**src/rtl/paula_audio_mixer.sv**
```systemverilog
// paula_audio_mixer: four-channel Paula volume mixer with one time-shared multiplier, one 8-phase frame per output word
module paula_audio_mixer (
  input  logic        clk,
  input  logic        reset,
  input  logic        clk7_en,
  input  logic [7:0]  sample0,
  input  logic [7:0]  sample1,
  input  logic [7:0]  sample2,
  input  logic [7:0]  sample3,
  input  logic [6:0]  vol0,
  input  logic [6:0]  vol1,
  input  logic [6:0]  vol2,
  input  logic [6:0]  vol3,
  input  logic [3:0]  chan_en,
  output logic [14:0] ldatasum,
  output logic [14:0] rdatasum,
  output logic        mix_valid
);
  logic [2:0]       ph;
  logic [3:0][7:0]  snap_s;
  logic [3:0][6:0]  snap_v;
  logic [3:0]       snap_en;
  logic [13:0]      prod;
  logic [14:0]      acc_l;
  logic [14:0]      acc_r;
  logic [1:0]       mi;
  logic [13:0]      mul;
  logic [14:0]      prod_x;
  logic             to_l;
  function automatic logic [6:0] eff_vol(input logic [6:0] v);
    return v[6] ? 7'd64 : {1'b0, v[5:0]};
  endfunction
  // The 14-bit product of the sign-extended sample and zero-extended volume is exact, since the result fits in 14 bits
  always_comb begin
    mi     = ph[1:0] - 2'd1;
    mul    = snap_en[mi] ? {{6{snap_s[mi][7]}}, snap_s[mi]} * {7'b0, snap_v[mi]} : 14'd0;
    prod_x = {prod[13], prod};
    to_l   = (ph == 3'd2) || (ph == 3'd5);
  end
  always_ff @(posedge clk or posedge reset) begin
    if (reset) begin
      ph        <= 3'd0;
      snap_s    <= '0;
      snap_v    <= '0;
      snap_en   <= 4'd0;
      prod      <= 14'd0;
      acc_l     <= 15'd0;
      acc_r     <= 15'd0;
      ldatasum  <= 15'd0;
      rdatasum  <= 15'd0;
      mix_valid <= 1'b0;
    end else begin
      mix_valid <= clk7_en && (ph == 3'd6);
      if (clk7_en) begin
        ph <= ph + 3'd1;
        if (ph == 3'd0) begin
          snap_s  <= {sample3, sample2, sample1, sample0};
          snap_v  <= {eff_vol(vol3), eff_vol(vol2), eff_vol(vol1), eff_vol(vol0)};
          snap_en <= chan_en;
          acc_l   <= 15'd0;
          acc_r   <= 15'd0;
        end
        if (ph >= 3'd1 && ph <= 3'd4)
          prod <= mul;
        // prod lags the channel index by one phase: ph2..ph5 carry ch0, ch1, ch2, ch3
        if (ph >= 3'd2 && ph <= 3'd5) begin
          if (to_l)
            acc_l <= acc_l + prod_x;
          else
            acc_r <= acc_r + prod_x;
        end
        if (ph == 3'd6) begin
          ldatasum <= acc_l;
          rdatasum <= acc_r;
        end
      end
    end
  end
endmodule

```
**config.mk**
```make
export PLATFORM = sky130hd
export DESIGN_NAME = paula_audio_mixer
export DESIGN_NICKNAME = d
export VERILOG_FILES = /design/src/rtl/paula_audio_mixer.sv
export SDC_FILE = /design/constraint.sdc
export NUM_CORES = 1
export LEC_CHECK = 0
export CAP_MARGIN = 20
export CORE_MARGIN = 2
export CORE_UTILIZATION = 60
export CTS_CLUSTER_SIZE = 16
export DETAILED_ROUTE_END_ITERATION = 16
export GPL_ROUTABILITY_DRIVEN = 1
export PLACE_DENSITY = 0.84
export SETUP_SLACK_MARGIN = 0.15
export SLEW_MARGIN = 20
export SYNTH_ARGS = -nofsm -noshare
export SYNTH_HDL_FRONTEND = slang
export SYNTH_SLANG_ARGS = --single-unit
export TNS_END_PERCENT = 50
```
**constraint.sdc**
```tcl
create_clock -name clk -period 14.54 [get_ports clk]
set_input_delay 1.454 -clock clk [delete_from_list [all_inputs] [get_ports clk]]
set_output_delay 1.454 -clock clk [all_outputs]
set_load 0.01 [all_outputs]
```
==> results by stage <==
STA:
- Across the routed clock network, the largest skew measured is 0.0110 ns.
- Setup repair after global routing left no endpoint under its margin.
- Setup violations remaining at the end of the flow were counted as 0.
- The final sum of negative setup slack is 0 ns.
- The top achievable clock speed is 0.163 GHz.
- After layout, the worst path uses 42.1% of the clock period.
- The transition at the pin with the smallest max-transition slack is 1.09 ns.
- The number of hold-slack violations in the final timing report is 0.
- The final setup slack of the worst path is 8.42 ns.
- Subtracting the final worst setup slack from the clock period gives 6.12 ns.
- Measured against its own limit, the worst slew margin works out to 27.1%.
- The count of pins over their slew limit was 0.

Placed design:
- The number of buffers added on ports is 97.
- The global placement routability congestion is 0.893.
- The setup slack after placement is 8.44 ns.
- The wire-length estimate of the detail-placed layout is 14,100 um.
- Summing all placed instances gives a cell area of 0.0104 mm^2.

CTS:
- The post-CTS setup buffer count is 0.
- After clock tree synthesis, the repair step resized 0 gates.
- The source-to-sink clock delay at the later pin of the worst-skew pair is 0.43 ns.
- TritonCTS built the clock tree.
- The register clock-pin slew on the reported worst setup and hold paths is ~0.070 ns.
- The depth of the CTS H-tree is 4.
- The clock root buffer master is sky130_fd_sc_hd__clkbuf_16.
- The hold-fix buffer count after cts is 0.
- Buffers inserted during clock tree synthesis total 17.
- The longest clock path from root to sink contains 2 buffers.
- The clock net sink count is 142.

Global route:
- Entering global routing, the biggest net connects about 90 pins.
- The number of antenna violations at the first check in global routing is 0.
- The total global routing overflow is 0.
- Global routing used ~25% of the available tracks.
- The first global-routing pass estimated between 30,000 and 40,000 um of wire.
- The number of global-route vias before repair is 6,699.

Floorplan:
- Once the floorplan was initialized, standard cells occupied about 61% of the core.
- 98 I/O pins were placed.
- The count of standard-cell rows is 45.
- Measured along the y axis, the die boundary spans ~130 um.
- The placeable core region is 0.0151 mm^2.
- The die area is 0.0164 mm^2.
- The die extent in x is 128 um.

Routing:
- The DRC violation count after routing is 0.
- After detailed routing, the average wire length per cell comes to 16.5 um.
- The detail route stage leaves a number of antenna-violating nets equal to 0.
- The final layout contains routed wiring with a total length of 18,900 um.
- The post-detailed-route via-to-cell ratio is 5.70.
- The pre-antenna-repair detailed-routing pass consisted of 4 iterations.
- In this run, the number of DRC markers left after iteration 0 of detailed routing was 351.
- The routed layout has 6,540 vias.

Synthesis:
- The synthesized area is 0.00924 mm^2.
- The synthesized design contains 0 enable-type register cells.
- The area fraction of the dominant cell type after synthesis is 38.5%.
- The distinct cell type count after synthesis is 59.
- After synthesis, the most frequently instantiated cells are sky130_fd_sc_hd__dfrtp_1, sky130_fd_sc_hd__inv_1, sky130_fd_sc_hd__nand2_1.
- The library cell occupying the most area in the post-synthesis netlist is sky130_fd_sc_hd__dfrtp_1.
- For this run, the leading register cell type out of synthesis is sky130_fd_sc_hd__dfrtp_1.
- The synthesized net count is 1,026.
- The synthesis-stage register bit count is 142.
- By area the synthesized netlist is led by sky130_fd_sc_hd__dfrtp_1, sky130_fd_sc_hd__fa_1, sky130_fd_sc_hd__mux2_2, sky130_fd_sc_hd__ha_1, sky130_fd_sc_hd__o21ai_0.
- The most frequent cell after synthesis is sky130_fd_sc_hd__dfrtp_1.
- The async set-or-reset flop fraction in the synthesized netlist is 100%.
- The synthesized netlist cell count is roughly 860.
- For this run, the number of Yosys warnings is 0.
- Each instance of the synthesized netlist takes up on average about 11 um^2.
- For this run, the register share of the synthesized area comes to 38.5%.

Setup path:
- The worst setup slack for register-to-register paths is 8.42 ns.
- Data on the critical path arrives at its endpoint at 6.45 ns.
- The startpoint class of the critical path is a flip-flop.
- The capturing element type of the critical path is a flip-flop.
- In this run the critical register-to-register path is captured at prod[13].
- The worst setup path is of the reg -> reg kind.
- In this run the worst path has a maximum fanout of 23.
- The required time of the worst setup path is 14.87 ns.
- In this run the critical register-to-register path is launched from ph[0].
- The cell count of the worst reg-to-reg path is 17.

Flow run:
- Max-cap violations in this run came to 0.

Cells and area:
- The area added between synthesis and finish is 18.1%.
- The final standard cell area without fillers is 0.0109 mm^2.
- Cells fill 72.0% of the core in the end.
- The number of antenna diodes in the final layout is 0.
- For this run, the post-layout net count is 1,117.
- The post-route netlist has between 10% and 20% of its cells at a drive strength greater than 1.

Worst hold path:
- The cell depth of the worst hold path is 2.
- In this run the most critical hold path is launched from snap_v[21].
- The path category of the worst min-delay check is reg -> reg.
- The worst-case hold path end point is snap_v[21].

Outcome:
- The flow ran to the end, and the final reports show no timing, DRC or antenna violations.
[worst max path at each step]
stage | endpoint | depth (start not counted) | from | slack [ns]
floorplan | prod[13] | 21 | ph[0] | 8.88
global placement | prod[13] | 19 | ph[0] | 8.66
detailed placement | prod[13] | 17 | ph[0] | 8.44
CTS | prod[13] | 17 | ph[0] | 8.41
global route | prod[13] | 17 | ph[0] | 8.07
finish | prod[13] | 17 | ph[0] | 8.42
[layout make-up]
class | count | area (um^2)
timing repair buffer | 101 | 1000
multi-input combinational | 599 | 5240
fill | 1078 | 4240
tap | 188 | 235
clock buffer | 19 | 443
inverter | 86 | 328
sequential | 142 | 3550
clock inverter | 13 | 108
[cell usage in the layout (no fill, tap or decap), types with 25 or more instances in the layout]
| master | Yosys | routed |
|---|---|---|
| sky130_fd_sc_hd__and2_1 | 41 | 41 |
| sky130_fd_sc_hd__clkdlybuf4s50_1 | 0 | 97 |
| sky130_fd_sc_hd__dfrtp_1 | 142 | 142 |
| sky130_fd_sc_hd__fa_1 | 43 | 43 |
| sky130_fd_sc_hd__ha_1 | 60 | 60 |
| sky130_fd_sc_hd__inv_1 | 84 | 83 |
| sky130_fd_sc_hd__mux2_2 | 68 | 68 |
| sky130_fd_sc_hd__nand2_1 | 76 | 76 |
| sky130_fd_sc_hd__nand2b_1 | 33 | 33 |
| sky130_fd_sc_hd__nand3_1 | 27 | 27 |
| sky130_fd_sc_hd__o21ai_0 | 68 | 68 |
| sky130_fd_sc_hd__xnor2_1 | 25 | 25 |
[per-layer routing]
| layer | global-route usage, % | routed length, um |
|---|---|---|
| met1 | 33.2 | 8480 |
| met2 | 41.1 | 9350 |
| met3 | 3.88 | 590 |
| met4 | 9.76 | 475 |
| met5 | 0 | 0 |
[registers in the layout, indices dropped and copies added (netlist names)]
signal     cells
snap_s        32
snap_v        28
acc_l         15
acc_r         15
ldatasum      15
rdatasum      15
prod          14
snap_en        4
ph             3
mix_valid      1
[cells by family after synthesis]
| logic type | Yosys count | share of synthesized area [%] |
|---|---|---|
| flip-flops | 142 | 38.5 |
| buffers and inverters | 115 | 4.82 |
| AND/OR/NAND/NOR | 212 | 11.6 |
| XOR/XNOR | 38 | 3.60 |
| adder cells (fa/ha/maj) | 103 | 17.5 |
| multiplexers | 86 | 12.5 |
| AO/OA/AOI/OAI | 160 | 11.6 |
[metrics by stage]
step                hold WS (ns)  cells
floorplan                  0.442    856
global placement           0.461   1116
detailed placement         0.470   1116
CTS                        0.487   1148
global route               0.510   1148
finish                     0.486   1148
[worst max-delay path: stages, from the launching register on]
cell                      delay (ns)
sky130_fd_sc_hd__dfrtp_1        0.32
sky130_fd_sc_hd__buf_4          0.34
sky130_fd_sc_hd__inv_2          0.10
sky130_fd_sc_hd__ha_1           0.75
sky130_fd_sc_hd__mux4_2         0.49
sky130_fd_sc_hd__and2_1         0.21
sky130_fd_sc_hd__fa_1           0.56
sky130_fd_sc_hd__fa_1           0.45
sky130_fd_sc_hd__fa_1           0.56
sky130_fd_sc_hd__inv_1          0.06
sky130_fd_sc_hd__fa_1           0.53
sky130_fd_sc_hd__inv_1          0.04
sky130_fd_sc_hd__ha_1           0.21
sky130_fd_sc_hd__or2_2          0.31
sky130_fd_sc_hd__o41ai_1        0.53
sky130_fd_sc_hd__o21ai_0        0.21
sky130_fd_sc_hd__xnor2_1        0.16
sky130_fd_sc_hd__o31ai_2        0.17
Power is not shown: default switching activity piles up to over one toggle a cycle in this logic, so the estimate is an artifact.
